**src/rtl/counter_sched.sv**
```systemverilog
// counter_sched: round-robin scheduler that shares one W-bit up-counter
// between NREQ requesters. The winner's terminal count is latched, the
// counter runs 0..tc, and a one-cycle done pulse is tagged with the
// winner's index.
//
// Optional feature: define COUNTER_SCHED_PAUSE_EN to add a 'pause' input.
// While in RUN, pause=1 freezes the count and the end-of-run check.
//
// Handshake: req[i] is a level request. Requester i raises it and keeps it
// high until it sees done=1 with done_id=i. The block samples req only in
// IDLE. Dropping req during a run does not cancel that run. grant is the
// registered one-hot owner of the counter and stays set through RUN and
// DONE.
module counter_sched #(
  parameter int NREQ = 4,
  parameter int W    = 4,
  parameter int IDW  = 2
) (
  input  logic              clk,
  input  logic              rst,
  input  logic [NREQ-1:0]   req,
  input  logic [NREQ*W-1:0] tc_flat,
`ifdef COUNTER_SCHED_PAUSE_EN
  input  logic              pause,
`endif
  output logic [NREQ-1:0]   grant,
  output logic              busy,
  output logic [W-1:0]      count,
  output logic              done,
  output logic [IDW-1:0]    done_id
);

  typedef enum logic [1:0] {
    S_IDLE = 2'd0,
    S_RUN  = 2'd1,
    S_DONE = 2'd2
  } state_t;

  // state is kept as a named signal so checkers can bind to it.
  state_t          state, state_n;
  logic [IDW-1:0]  ptr, ptr_n;
  logic [IDW-1:0]  owner, owner_n;
  logic [W-1:0]    tc_q, tc_n;
  logic [W-1:0]    count_n;
  logic [NREQ-1:0] grant_n;
  logic            busy_n, done_n;
  logic [IDW-1:0]  done_id_n;

  logic            found;
  logic [IDW-1:0]  winner, cand;
  logic [W-1:0]    tc_sel;
  logic [NREQ-1:0] onehot_sel;
  logic            hold;

`ifdef COUNTER_SCHED_PAUSE_EN
  assign hold = pause;
`else
  assign hold = 1'b0;
`endif

  // Round-robin search: first set req bit strictly after the last winner.
  always_comb begin
    found  = 1'b0;
    winner = '0;
    cand   = '0;
    for (int o = 1; o <= NREQ; o++) begin
      cand = IDW'((int'(ptr) + o) % NREQ);
      if (!found && req[cand]) begin
        found  = 1'b1;
        winner = cand;
      end
    end
  end

  // Select the winner's terminal count and build its one-hot grant.
  always_comb begin
    tc_sel     = '0;
    onehot_sel = '0;
    for (int i = 0; i < NREQ; i++) begin
      if (IDW'(i) == winner) begin
        tc_sel        = tc_flat[i*W +: W];
        onehot_sel[i] = 1'b1;
      end
    end
  end

  // Next-state and next-output logic; every output is registered.
  always_comb begin
    state_n   = state;
    ptr_n     = ptr;
    owner_n   = owner;
    tc_n      = tc_q;
    count_n   = count;
    grant_n   = grant;
    busy_n    = busy;
    done_n    = 1'b0;
    done_id_n = done_id;
    case (state)
      S_IDLE: begin
        count_n = '0;
        if (found) begin
          state_n = S_RUN;
          grant_n = onehot_sel;
          tc_n    = tc_sel;
          owner_n = winner;
          busy_n  = 1'b1;
        end
      end
      S_RUN: begin
        if (!hold) begin
          if (count == tc_q) begin
            // Run ends here; done rises as DONE is entered.
            state_n   = S_DONE;
            done_n    = 1'b1;
            done_id_n = owner;
          end else begin
            count_n = count + W'(1);
          end
        end
      end
      S_DONE: begin
        // Release the counter; the finished owner drops to lowest priority.
        state_n = S_IDLE;
        grant_n = '0;
        busy_n  = 1'b0;
        ptr_n   = owner;
        count_n = '0;
      end
      default: begin
        state_n = S_IDLE;
        grant_n = '0;
        busy_n  = 1'b0;
        count_n = '0;
      end
    endcase
  end

  // State and output registers with synchronous reset.
  always_ff @(posedge clk) begin
    if (rst) begin
      state   <= S_IDLE;
      ptr     <= IDW'(NREQ - 1);
      owner   <= '0;
      tc_q    <= '0;
      count   <= '0;
      grant   <= '0;
      busy    <= 1'b0;
      done    <= 1'b0;
      done_id <= '0;
    end else begin
      state   <= state_n;
      ptr     <= ptr_n;
      owner   <= owner_n;
      tc_q    <= tc_n;
      count   <= count_n;
      grant   <= grant_n;
      busy    <= busy_n;
      done    <= done_n;
      done_id <= done_id_n;
    end
  end

endmodule

```
**config.mk**
```make
export PLATFORM = sky130hd
export DESIGN_NAME = counter_sched
export DESIGN_NICKNAME = d
export VERILOG_FILES = /design/src/rtl/counter_sched.sv
export SDC_FILE = /design/constraint.sdc
export NUM_CORES = 1
export LEC_CHECK = 0
export CAP_MARGIN = 20
export CORE_MARGIN = 2
export CORE_UTILIZATION = 48
export DETAILED_ROUTE_END_ITERATION = 8
export GPL_TIMING_DRIVEN = 0
export MAX_ROUTING_LAYER = met4
export PLACE_DENSITY = 0.82
export SLEW_MARGIN = 20
export SYNTH_ARGS = -nofsm -noshare
export SYNTH_HDL_FRONTEND = slang
export SYNTH_SLANG_ARGS = --single-unit
```
**constraint.sdc**
```tcl
create_clock -name clk -period 2.55 [get_ports clk]
set_input_delay 0.51 -clock clk [delete_from_list [all_inputs] [get_ports clk]]
set_output_delay 0.51 -clock clk [all_outputs]
set_load 0.1 [all_outputs]
```
; ---- Yosys cells after proc, flatten, opt, wreduce, memory -nomap -nowiden
; Index checks and enable logic that the tools add are counted.
[classes]
add_sub_neg = 5
n_mul = 0
n_div = 0
order_cmp = 4
n_eq_ne = 8
n_shift = 0
mux = 32
bitwise = 1
reduce_logical = 13
[op_table]
columns = operator, n
row1 = $mux 4, 5
row2 = $mux 1, 14
row3 = $lt 2x3->1 const B, 4
row4 = $mux 2, 6
row5 = $bmux 1 s2, 4
row6 = $pmux 4 s2, 1
row7 = $reduce_and 2->1, 4
row8 = $add 2x1->2 const B, 2
row9 = $add 2x2->2 const B, 2
row10 = $add 4x1->4 const B, 1
row11 = $eq 2x2->1 const A, 2
row12 = $eq 4x4->1, 1
row13 = $logic_not 2->1, 2
row14 = $ne 2x2->1 const B, 2
row15 = $pmux 2 s2, 1
row16 = $logic_and 1x1->1, 3
row17 = $logic_not 1->1, 3
row18 = $eq 1x2->1 const A, 1
row19 = $eq 2x1->1 const B, 1
row20 = $eq 2x2->1 const B, 1
row21 = $pmux 1 s2, 1
row22 = $reduce_or 2->1, 1
row23 = $not 1->1, 1
[word_totals]
ff_bits = 22
latchBits = 0
ram_bits = 0
mem_bits_ro = 0
in_bits = 22
out_inout_bits = 12
word_cells = 72
n_memories = 0

; ---- Depth between registers and ports, before layout
[logic_depth]
depth_word = 18
mapped_depth = 6
depth_no_buf = 5

; ---- Least setup slack after synthesis
; Ideal clock, no wire load.
[synth_path]
kind = register -> register
startpoint = register count[0]
endpoint = register done_id[0]
setup_time_ns = 0.123
arrival_time_ns = 2.053
t_required_ns = 2.427
setup_slack_ns = 0.374
path_stages_with_launch = 6
n_path_buf = 0
period_less_slack_ns = 2.176
path_cell_list = dfxtp_1 > xnor2_1 > nand4_1 > nor3b_2 > mux2i_1 > nor2_1
[synth_between]
elab_chain_cells = 2
[synth_lines]
columns = item, line
row1 = start: declaration, 28  ; output logic [W-1:0] count,
row2 = start signal: assignment, 155  ; count <= count_n;
row3 = $eq 4x4->1, 111  ; if (count == tc_q) begin
row4 = $reduce_and 2->1 (no line), -
row5 = end signal: assignment, 159  ; done_id <= done_id_n;
row6 = end: declaration, 30  ; output logic [IDW-1:0] done_id
; Every way passes these cells.
; A chain may end at the register's enable or synchronous reset.

; ---- Final worst setup path
[layout_path]
startpoint = register count[0]
endpoint = output count[0]
; No word-level cell between the ends.

==> impl_summary.md <==
Run status
The flow ran to the end, and the final reports show no timing, DRC or antenna violations.

Drt
The post-detailed-route wirelength per cell is 12.5 um. The routed via count divided by cell count is 5.39. After detailed routing, the number of remaining DRC violations is 0. The detailed router finished its first iteration with 16 violations. The number of nets with antenna violations after detailed routing is 0. The final layout contains routed wiring with a total length of 2.25 mm. The via total after detailed routing is 970.

The detailed-routing iteration count for the pre-antenna-repair pass is 4.

Clock tree
The clock slew at the register clock pins of the worst setup and hold paths is 0.11 ns. The clock tree from TritonCTS is built. Clock tree synthesis selected as its root buffer the cell sky130_fd_sc_hd__clkbuf_4. Clock latency on the worst-skew pair, taken at its later pin, is 0.31 ns. The maximum level of the CTS H-tree is 1. The total number of clock tree sinks is 22. The number of resized instances in the post-cts repair step is 0. TritonCTS created 3 clock buffers.

The count of hold buffers inserted by post-cts repair is 0. The buffer levels on the longest clock path is 2. Once the clock tree was built, the setup fixing pass inserted 0 buffers.

Placed design
OpenSTA, run right after detailed placement, puts the worst setup slack at 0.246 ns. The final weighted congestion in routability-driven placement is 0.866. The placed wire-length estimate after detailed placement is between 1.5 and 2 mm. Port buffering added 32 buffers. The post-placement cell count is 177.

Global routing
Entering global routing, the biggest net connects 12 pins. The total global routing overflow is 0. The via count of the first global-routing pass was 878. The initial antenna violation count came to 0.

The total track usage is between 10% and 20%. The first global-routing pass estimated 3.69 mm of wire.

Synthesis
After Yosys synthesis, full adders, half adders and majority gates account for 1.17% of the synthesized area. The synthesized net count is 140. The number of enable-type register cells in the synthesized netlist is 0.

In the synthesized netlist the async set-or-reset flop fraction comes to 0%. The fraction of the yosys area taken by sequential cells is about 41%. The compound-gate portion of the synthesized area is 14.2%. After synthesis the cells add up to 1070 sq um. The proportion of synthesized area in mux cells is 14.3%. The average footprint of a synthesized cell is between 9 and 10 sq um. The Yosys step of the flow raised 0 warnings. After synthesis, the largest family of logic cells by area is simple AND/OR/NAND/NOR gates. The number of unique standard cell types used by synthesis is 33.

Of the post-synthesis cell area, the dominant cell type holds roughly two fifths. The post-synthesis share of cell area spent on xor and xnor gates is 5.74%. Ranked by instance count, the synthesized netlist is headed by 22 x sky130_fd_sc_hd__dfxtp_1, 16 x sky130_fd_sc_hd__nor2_1, 13 x sky130_fd_sc_hd__mux2i_1. Ranked by total cell area, the synthesized netlist is headed by sky130_fd_sc_hd__dfxtp_1 41%, sky130_fd_sc_hd__mux2i_1 12%, sky130_fd_sc_hd__nor2_1 5.6%. Summing the areas of all and, or, nand and nor instances in the mapped netlist gives 19.9% of the synthesized area. Among all cell types in the netlist, the one instantiated most often is sky130_fd_sc_hd__dfxtp_1. The dominant synthesized flop cell is sky130_fd_sc_hd__dfxtp_1. The number of register bits inferred by synthesis is 22.

Synthesis handed over a netlist of 117 instances. The largest total area in the synthesized netlist belongs to sky130_fd_sc_hd__dfxtp_1.

Power
The clock network is responsible for 15.0% of the overall power. The power share of the combinational group is between 40% and 50%. The leakage power figure is roughly 0.60 nW. The part of the total power dissipated in sequential elements is 41.4%. Across the VDD grid, the largest voltage drop is between 0.3 and 0.4 mV. Dividing total power by cell area gives a power density of around 700 nW/um^2. Of the total power, the share spent switching nets is 40.9%. The internal portion of total power is 615 uW.

The net load switching power is 426 uW.

Timing
The relative slew slack is a little over a third. The routed design could run at a clock period as short as 2.48 ns. The summed negative setup slack over all endpoints is 0 ns. The count of endpoints failing setup in the final report is 0. The worst setup slack after layout is 0.0674 ns.

For the pin with the worst max-slew slack, the measured transition is 0.968 ns. Based on the critical path, the design can be clocked at up to 0.403 GHz. The setup clock skew after layout is 0.000622 ns.

Setup repair after global routing left no endpoint under its margin. The number of max-slew violations in the final report is 0. The hold violation total from the final report was 0. In the finished design, the share of the clock period the worst path needs comes to between 90 and 100%.

Critical path
The number of buffers and inverters on the critical path is 1. STA classifies the critical path endpoint as an output pin. The worst-path cell with the longest stage delay is sky130_fd_sc_hd__clkdlybuf4s50_1. The highest cell delay on the worst timing path is 1.19 ns.

The startpoint type of the worst setup path is a flip-flop. The critical path class is reg -> out. The signal on the critical path passes through clkdlybuf4s50_1.

The required arrival time at the worst endpoint is 2.04 ns. Of all nets on the critical path, the largest fanout is 5. The cell type group with the largest total delay on the critical path is buffers and inverters. The data arrival time at the worst-slack endpoint is 1.97 ns.

Floorplan
The number of core rows is 17. The width of the die is 51.2 um. The initial core utilization is between 40% and 50%. The number of top-level pins is 34.

The area inside the core boundary is 2150 sq um. The floorplan step set the die height to 51.2 um. The die footprint is 2620 sq um.

Layout
From synthesis to final layout, the design area changed by 35.4%. The post-route non-filler standard cell count is 180. Of the cells placed in the final design, the portion with a size suffix greater than 1 is 7.89%. The net count of the finished layout is 177.

The count of inserted antenna diode cells is 0.

Job
The max-capacitance violation count is 0.

Hold path
The type of the most critical hold path is reg -> reg.
==> power groups by stage <==
stage | registers (mW) | clock network (mW) | logic [mW]
after floorplan | 0.566 | 0 | 0.211
after global placement | 0.437 | 0 | 0.446
after detailed placement | 0.439 | 0 | 0.454
after CTS | 0.431 | 0.163 | 0.456
after global routing | 0.437 | 0.174 | 0.487
final | 0.431 | 0.157 | 0.453
==> routing by layer <==
layer	global-route usage, %	vias to the layer above	wire length (um)
met2	31.2	28	1120
met5	-	-	0
li1	-	481	-
met4	11.3	0	87
met3	2.63	9	91
met1	22.8	452	949
==> cell usage in the layout (no fill, tap or decap), types with 2 or more instances in the layout <==
| cell type | instances |
|---|---|
| sky130_fd_sc_hd__clkbuf_4 | 3 |
| sky130_fd_sc_hd__xor2_1 | 2 |
| sky130_fd_sc_hd__nor2_1 | 16 |
| sky130_fd_sc_hd__or3_1 | 2 |
| sky130_fd_sc_hd__mux2i_1 | 13 |
| sky130_fd_sc_hd__xnor2_1 | 5 |
| sky130_fd_sc_hd__clkbuf_1 | 2 |
| sky130_fd_sc_hd__nand2b_1 | 2 |
| sky130_fd_sc_hd__dfxtp_1 | 22 |
| sky130_fd_sc_hd__o221ai_1 | 4 |
| sky130_fd_sc_hd__clkdlybuf4s50_1 | 32 |
| sky130_fd_sc_hd__nand2_1 | 11 |
| sky130_fd_sc_hd__nand4_1 | 2 |
| sky130_fd_sc_hd__or3b_1 | 2 |
| sky130_fd_sc_hd__nand3_1 | 5 |
| sky130_fd_sc_hd__inv_1 | 4 |
| sky130_fd_sc_hd__a21oi_1 | 7 |
==> worst paths after layout <==
| path | slack [ns] | depth (start not counted) | end | from |
|---|---|---|---|---|
| setup reg to reg | 0.77 | 5 | done_id[1]$_SDFFE_PP0P_ | count[0]$_SDFFE_PP0N_ |
| hold / removal | 0.46 | 2 | grant[0]$_SDFFE_PP0P_ | grant[0]$_SDFFE_PP0P_ |
| setup / recovery | 0.07 | 1 | count[0] | count[0]$_SDFFE_PP0N_ |
| hold reg to reg | 0.46 | 2 | grant[0]$_SDFFE_PP0P_ | grant[0]$_SDFFE_PP0P_ |
==> state kept, by name (all words and copies together), names as in the netlist <==
register / flops
busy: 1
count: 4
done: 1
done_id: 2
grant: 4
owner: 2
ptr: 2
state: 2
tc_q: 4
==> final cells by class <==
cell class / count / area, sq um
clock buffers: 3 / 22.5
well taps: 28 / 35.0
plain buffers: 3 / 18.8
multi-input cells: 87 / 591
flip-flops and latches: 22 / 440
fillers: 186 / 702
repair buffers: 32 / 320
inverters: 5 / 18.8
==> through the flow <==
step	total power, mW	area [sq um]	utilization, %	hold slack [ns]
floorplan	0.777	1070	-	0.464
global placement	0.882	1420	66.3	0.437
detailed placement	0.893	1420	66.3	0.446
CTS	1.05	1450	67.3	0.463
global route	1.10	1450	67.3	0.490
finish	1.04	1450	67.3	0.457
==> cells by family after synthesis <==
| logic type | Yosys count |
|---|---|
| buffers and inverters | 8 |
| AND/OR/NAND/NOR | 44 |
| adder cells (fa/ha/maj) | 1 |
| flip-flops | 22 |
| multiplexers | 15 |
| AO/OA/AOI/OAI | 20 |
| XOR/XNOR | 7 |
Power figures use the tool's default switching activity.
